===== src/rtl/sqrt_param.sv =====
// rtl/sqrt_param.sv - iterative restoring unsigned square root, one root bit per cycle
module sqrt_param #(
    parameter int WIDTH = 16
) (
    input  logic               clk_i,
    input  logic               rst_n_i,
    input  logic               start_i,
    input  logic               round_i,
    input  logic [WIDTH-1:0]   x_bi,
    output logic               busy_o,
    output logic               done_o,
    output logic [WIDTH/2-1:0] y_bo,
    output logic [WIDTH/2:0]   rem_bo
);
    localparam int R  = WIDTH / 2;
    localparam int CW = (R > 2) ? $clog2(R) : 1;

    typedef enum logic {IDLE, CALC} state_t;

    state_t         state;
    logic [CW-1:0]  cnt;
    logic [WIDTH-1:0] x_q;
    logic           round_q;
    logic [R-1:0]   root_q;
    logic [R+1:0]   rem_q;

    logic [R+3:0]   acc;
    logic [R+3:0]   diff;
    logic [R+1:0]   rem_n;
    logic [R-1:0]   root_n;
    logic           round_up;
    logic [R-1:0]   y_final;
    logic           step_unused;

    // One restoring digit step: bring down the next radicand pair, try subtracting 4*root+1.
    always_comb begin
        acc  = {rem_q, x_q[WIDTH-1 -: 2]};
        diff = acc - {2'b00, root_q, 2'b01};
        if (!diff[R+3]) begin
            rem_n  = diff[R+1:0];
            root_n = {root_q[R-2:0], 1'b1};
        end else begin
            rem_n  = acc[R+1:0];
            root_n = {root_q[R-2:0], 1'b0};
        end
        round_up = round_q && (rem_n > {2'b00, root_n});
        // f+1 only overflows when f is all-ones; saturate instead of wrapping to zero.
        if (round_up && !(&root_n))
            y_final = root_n + 1'b1;
        else
            y_final = root_n;
    end

    assign step_unused = ^{acc[R+3:R+2], diff[R+2]};

    always_ff @(posedge clk_i or negedge rst_n_i) begin
        if (!rst_n_i) begin
            state   <= IDLE;
            cnt     <= '0;
            x_q     <= '0;
            round_q <= 1'b0;
            root_q  <= '0;
            rem_q   <= '0;
            busy_o  <= 1'b0;
            done_o  <= 1'b0;
            y_bo    <= '0;
            rem_bo  <= '0;
        end else begin
            done_o <= 1'b0;
            case (state)
                IDLE: begin
                    if (start_i) begin
                        x_q     <= x_bi;
                        round_q <= round_i;
                        root_q  <= '0;
                        rem_q   <= '0;
                        cnt     <= CW'(R - 1);
                        state   <= CALC;
                        busy_o  <= 1'b1;
                    end
                end
                CALC: begin
                    x_q    <= x_q << 2;
                    root_q <= root_n;
                    rem_q  <= rem_n;
                    if (cnt == '0) begin
                        state  <= IDLE;
                        busy_o <= 1'b0;
                        done_o <= 1'b1;
                        y_bo   <= y_final;
                        rem_bo <= rem_n[R:0];
                    end else begin
                        cnt <= cnt - 1'b1;
                    end
                end
                default: state <= IDLE;
            endcase
        end
    end
endmodule

===== config.mk =====
export PLATFORM = sky130hd
export DESIGN_NAME = sqrt_param
export DESIGN_NICKNAME = d
export VERILOG_FILES = /design/src/rtl/sqrt_param.sv
export SDC_FILE = /design/constraint.sdc
export NUM_CORES = 1
export LEC_CHECK = 0
export CAP_MARGIN = 15
export CORE_MARGIN = 5
export CORE_UTILIZATION = 57
export DETAILED_ROUTE_END_ITERATION = 8
export DONT_BUFFER_PORTS = 1
export PLACE_DENSITY_LB_ADDON = 0.25
export SLEW_MARGIN = 20
export SYNTH_ARGS = -nofsm -noshare
export SYNTH_HDL_FRONTEND = slang
export SYNTH_SLANG_ARGS = --single-unit

===== constraint.sdc =====
create_clock -name clk_i -period 3.9 [get_ports clk_i]
set_input_delay 0.39 -clock clk_i [delete_from_list [all_inputs] [get_ports clk_i]]
set_output_delay 0.39 -clock clk_i [all_outputs]
set_load 0.005 [all_outputs]

== Yosys cells after proc, flatten, opt, wreduce, memory -nomap -nowiden ==
Index checks and enable logic that the tools add are counted.
Word-level totals
  register bits after elaboration: 58
  bits of input ports: 20
  output and inout bits: 19
Cells by class
  add/subtract/negate cells: 3
  order comparisons: 1
  equality and inequality tests: 3
  muxes and demuxes: 20
  bitwise operators: 1
  reduce and logical (&&, ||, !) cells: 9
Operator list (number)
  16-bit one-hot mux with 2 select lines: 1
  10-bit 2-to-1 mux: 2
  10-bit one-hot mux with 2 select lines: 1
  16-bit 2-to-1 mux: 1
  8-bit 2-to-1 mux: 2
  8-bit one-hot mux with 2 select lines: 1
  12-bit by 10-bit subtractor with 12-bit output: 1
  10-bit by 8-bit greater-than comparator with 1-bit output: 1
  8-bit by 1-bit adder with 8-bit output, second input constant: 1
  2-bit AND reduction: 4
  8-bit AND reduction: 1
  1-bit 2-to-1 mux: 7
  3-bit 2-to-1 mux: 2
  3-bit one-hot mux with 2 select lines: 1
  2-bit != test, second input constant: 2
  1-bit one-hot mux with 2 select lines: 2
  3-bit zero test: 1
  3-bit by 1-bit subtractor with 3-bit output, second input constant: 1
  1-bit logical AND: 2
  2-bit by 1-bit != test with 1-bit output, second input constant: 1
  1-bit zero test: 1
  1-bit NOT: 1

== Depth between registers and ports, before layout ==
  depth after elaboration: 6
  gate-level depth with buffers: 20
  mapped depth without buffers: 19

== Least setup slack after synthesis ==
No wires, ideal clock.
  path kind: reg2reg
  start point: register root_q[0]
  end point: register y_bo[6]
  setup time: 124 ps
  arrival time: 3927 ps
  required time: 3776 ps
  path slack: -151 ps
  stages on the path, launching flop included: 20
  clock period less this slack: 4051 ps
  path through: dfrtp_1 > inv_1 > ha_1 > o211ai_2 > o21ai_2 > o21ai_0 > a21oi_2 > nor2_1 > buf_2 > mux2i_1 > inv_1 > ha_1 > a21o_1 > nand3_1 > a31oi_1 > a211oi_1 > o2111ai_4 > and4_1 > xnor2_1 > o21ai_1
Between the ends
  word-level cells in the longest chain between the ends: 6
  elaborated cells on any way between the ends: 10
RTL lines
  start, declared: line 24  | logic [R-1:0] root_q;
  start signal, assigned: line 84  | root_q <= root_n;
  12-bit by 10-bit subtractor with 12-bit output: line 38  | diff = acc - {2'b00, root_q, 2'b01};
  10-bit 2-to-1 mux: line 39  | if (!diff[R+3]) begin
  net rem_n[3]: line 29  | logic [R+1:0] rem_n;
  10-bit by 8-bit greater-than comparator with 1-bit output: line 46  | round_up = round_q && (rem_n > {2'b00, root_n});
  1-bit logical AND: line 46
  1-bit logical AND: line 48  | if (round_up && !(&root_n))
  8-bit 2-to-1 mux: line 48
  end signal, assigned: line 90  | y_bo <= y_final;
  end, declared: line 12  | output logic [WIDTH/2-1:0] y_bo,
The timed path passes the listed nets, and every way through them passes these cells.
A chain may end at the register's enable or synchronous reset.

== Final worst setup path ==
  start point: register root_q[2]
  end point: register y_bo[3]
Same word-level chain as after synthesis.

==> Flow_metrics.wiki <==
{| class="wikitable"
! Metric !! Value
|-
| Status || finished with violations
|-
| Violations in the final reports || negative setup slack
|-
| Sink of the worst hold path || root_q[1]
|-
| Count of vias placed by the detailed router || 2869
|-
| CTS buffer count || 9
|-
| Critical path class || reg -> reg
|-
| Count of cell types in the netlist || 59
|-
| Drt pass-1 iters || 4
|-
| Cell type with the highest aggregate area in the netlist || sky130_fd_sc_hd__dfrtp_1
|-
| Number of hold-slack violations in the final timing report || 0
|-
| Starting Density || 58.3%
|-
| GR met1 Demand/Resource || 29.2%
|-
| Buffers & Inverters on Critical Path || 4
|-
| Data arrival time of the worst path || 4.24 ns
|-
| Maximum number of pins on one net before global-route repair || 71
|-
| Register clock-pin slew on the reported worst setup and hold paths || about 0.07 ns
|-
| Sequential cell area || around 1500 µm²
|-
| Vias in the first global route || between 2000 and 3000
|-
| PortBufs || 0
|-
| Global-route wire length before repair || 13900 µm
|-
| Antenna Violating Nets Remaining || 0
|-
| Kind of cell adding the most delay to the critical path || compound AO/OA/AOI/OAI gates
|-
| Hold Path Class || in -> reg
|-
| Placed cell count || 459
|-
| Count of flip-flops with a built-in enable after synthesis || 0
|-
| Met3 global-route usage || 4.52%
|-
| Area of the core || 5920 µm²
|-
| Post-Synth XOR/XNOR Area || 2.79%
|-
| Primary FF master, synth || sky130_fd_sc_hd__dfrtp_1
|-
| Most area-consuming cells after synthesis || sky130_fd_sc_hd__dfrtp_1 42%, sky130_fd_sc_hd__ha_1 7.2%, sky130_fd_sc_hd__mux2i_1 7.2%, sky130_fd_sc_hd__nand2_1 6.3%, sky130_fd_sc_hd__o21ai_0 4.9%
|-
| Instance count along the most critical hold path || 1
|-
| MaxCap Viol Count || 0
|-
| Post-detailed-route via-to-cell ratio || 5.80
|-
| HPWL after DPL || 5560 µm
|-
| RSZ-0062 raised after global routing || true
|-
| Number of antenna violations at the first check in global routing || 0
|-
| Sum of negative setup slack || -0.499 ns
|-
| Skew-Pair Late Insertion Delay || 0.35 ns
|-
| Post-synth net total || 405
|-
| M2 GR Usage || 39.7%
|-
| Register-to-register setup slack || -0.12 ns
|-
| Number of filler cells placed in the layout || ~420
|-
| Clock root cell || sky130_fd_sc_hd__clkbuf_8
|-
| Remaining DRCs || 0
|-
| Cells after synthesis || 365
|-
| Combined area of the multi-input logic cells || 2100 µm²
|-
| TritonCTS clock tree || yes
|-
| Final estimated routing congestion in global placement || 0.900
|-
| Area Overhead vs Synth || 26.9%
|-
| Top library cells by usage in the layout, fill and taps aside || 57 x sky130_fd_sc_hd__nand2_1, 56 x sky130_fd_sc_hd__dfrtp_1, 48 x sky130_fd_sc_hd__buf_4
|-
| Maximum clock frequency || 249 MHz
|-
| Fraction of final layout cells with drive strength greater than 1 || 30.0%
|-
| Tcrit/Tclk final || 103%
|-
| Placed cell areas || 3770 µm²
|-
| Slew at the pin closest to its max-slew limit || 0.630 ns
|-
| Maximum level of the CTS H-tree || 3
|-
| Average instance area after synthesis || 9.46 µm²
|-
| Count of nets after finishing || between 400 and 500
|-
| Kind of end point of the critical path || flip-flop
|-
| Total congestion overflow || 0
|-
| IO Count || 39
|-
| Number of design-rule violations left by the first detailed-router iteration || 219
|-
| Count of final max-slew check failures || 0
|-
| Die outline width || 87.9 µm
|-
| Avg WL per Cell || approximately 18 µm
|-
| R2r startpoint || root_q[2]
|-
| Number of flip-flops and latches in the synthesized netlist || just under 60
|-
| Min cycle time layout || 4.02 ns
|-
| Portion of netlist area occupied by mux cells || 8.66%
|-
| Die Footprint || 7720 µm²
|-
| Endpoint required time on the critical path || around 4.1 ns
|-
| Critical R2R Capture || y_bo[3]
|-
| Inserted Diodes || 0
|-
| Reg2Reg Depth || 20
|-
| Post-route worst setup slack || -0.123 ns
|-
| Library cell contributing the largest single delay on the critical path || sky130_fd_sc_hd__a2111o_1
|-
| Largest family of logic cells by synthesized area || simple AND/OR/NAND/NOR gates
|-
| Longest Clk Path Bufs || 2
|-
| Total standard cell area after synthesis || ~3500 µm²
|-
| Fraction of the core area covered by cells at the end of the flow || 74.0%
|-
| Delay of the slowest cell on the worst path || 0.43 ns
|-
| Hold path startpoint || start_i
|-
| Count of yosys warnings during synthesis || 0
|-
| Area share of fa/ha/maj cells after synthesis || under 10%
|-
| Busiest layer in global routing || met2
|-
| Category of the worst setup path launch point || flip-flop
|-
| Site Rows || 28
|-
| Tightest slew margin relative to the limit || 58.0%
|-
| Top cell type's share of synthesized area || 42.0%
|-
| Final Non-Filler Cells || 495
|-
| Final setup violating endpoints || 8
|-
| Worst clock skew on the final layout || approximately 0.014 ns
|-
| Cell-by-cell listing of the critical path || inv_1 > ha_2 > a21oi_2 > o21ai_2 > o21ai_1 > a21oi_2 > nor2_2 > buf_12 > mux2i_4 > inv_2 > ha_4 > nand4_1 > inv_1 > nand4_1 > a2111o_1 > nand2_2 > o2111ai_4 > and4b_1 > xnor2_1 > o21ai_1
|-
| GRT Overall Usage || 23.1%
|-
| Most common cell after layout, fill and taps aside || sky130_fd_sc_hd__nand2_1
|-
| Share of flip-flops with an asynchronous set or reset after synthesis || 100%
|-
| Part of the Yosys area used for sequential elements || 42.0%
|-
| Summed area of non-filler cells in the final layout || around 4400 µm²
|-
| Area fraction in compound gates after synthesis || 16.9%
|-
| Critical Path Fanout Max || 6
|-
| Die Height || 87.9 µm
|-
| Simple-gate area share of the yosys netlist || 18.1%
|-
| Overall routed net length || 8660 µm
|-
| Clock sinks || 58
|}
-- repair_timing --
action	CTS	global route
cloned	0	0
setup buffers	6	12
hold buffers	2	0
pin swaps	8	22
endpoints found under the hold margin	58	0
gates resized for setup	15	33
endpoints found under the setup margin	8	8
-- worst max-delay path by stage --
| stage | start | to | slack [ns] | cells after the start |
|---|---|---|---|---|
| floorplan | root_q[0] | y_bo[6] | 0.01 | 20 |
| global placement | root_q[6] | y_bo[6] | -0.07 | 20 |
| detailed placement | root_q[6] | y_bo[4] | -0.15 | 20 |
| CTS | root_q[6] | y_bo[4] | 0.003 | 19 |
| global route | root_q[2] | y_bo[3] | -0.30 | 20 |
| finish | root_q[2] | y_bo[3] | -0.12 | 20 |
-- layout make-up --
cell class                 count  share of cell area [%]
inverter                      24                    2.05
sequential                    58                    33.2
tap                           75                    2.14
timing repair buffer          54                    10.4
multi-input combinational    268                    47.8
clock buffer                  10                    2.91
clock inverter                 6                    1.51
-- state kept, by name, indices dropped and copies added, names as in the netlist --
register,flops
rem_q,10
x_q,16
cnt,3
rem_bo,9
done_o,1
round_q,1
busy_o,1
state,1
y_bo,8
root_q,8
-- metrics by stage --
stage          setup slack (ns)  hold slack [ns]
2_1_floorplan            0.0121           0.0944
3_3_place_gp            -0.0747           0.0957
3_5_place_dp             -0.147           0.0958
4_1_cts                 0.00304            0.118
5_1_grt                  -0.298            0.110
6_report                 -0.123            0.130
-- kinds of logic (layout without fill, tap and decap cells) --
| logic type | Yosys count | count (layout) |
|---|---|---|
| AOI/OAI and AO/OA | 82 | 82 |
| xor gates and xnor gates | 11 | 11 |
| adders and majority gates | 20 | 20 |
| buffers and inverters | 39 | 94 |
| DFF | 58 | 58 |
| muxes | 29 | 29 |
| and+or+nand+nor | 126 | 126 |
-- synth_stat cells (all sizes together), types with 5 or more instances --
library cell,instances
dfrtp,58
inv,24
mux2i,25
o21ai,39
xnor2,11
clkbuf,12
a21oi,8
o31ai,9
a21o,6
a31oi,5
ha,20
nand2,60
nor2,17
nor3,9
nand3,7
nand2b,8
-- per-layer routing --
layer | vias up | wire, µm
li1 | 1377 | -
met1 | 1360 | 3630
met2 | 110 | 4360
met3 | 22 | 470
met4 | 0 | 206
met5 | - | 0
Power is not shown: default switching activity piles up to over one toggle a cycle in this logic, so the estimate is an artifact.
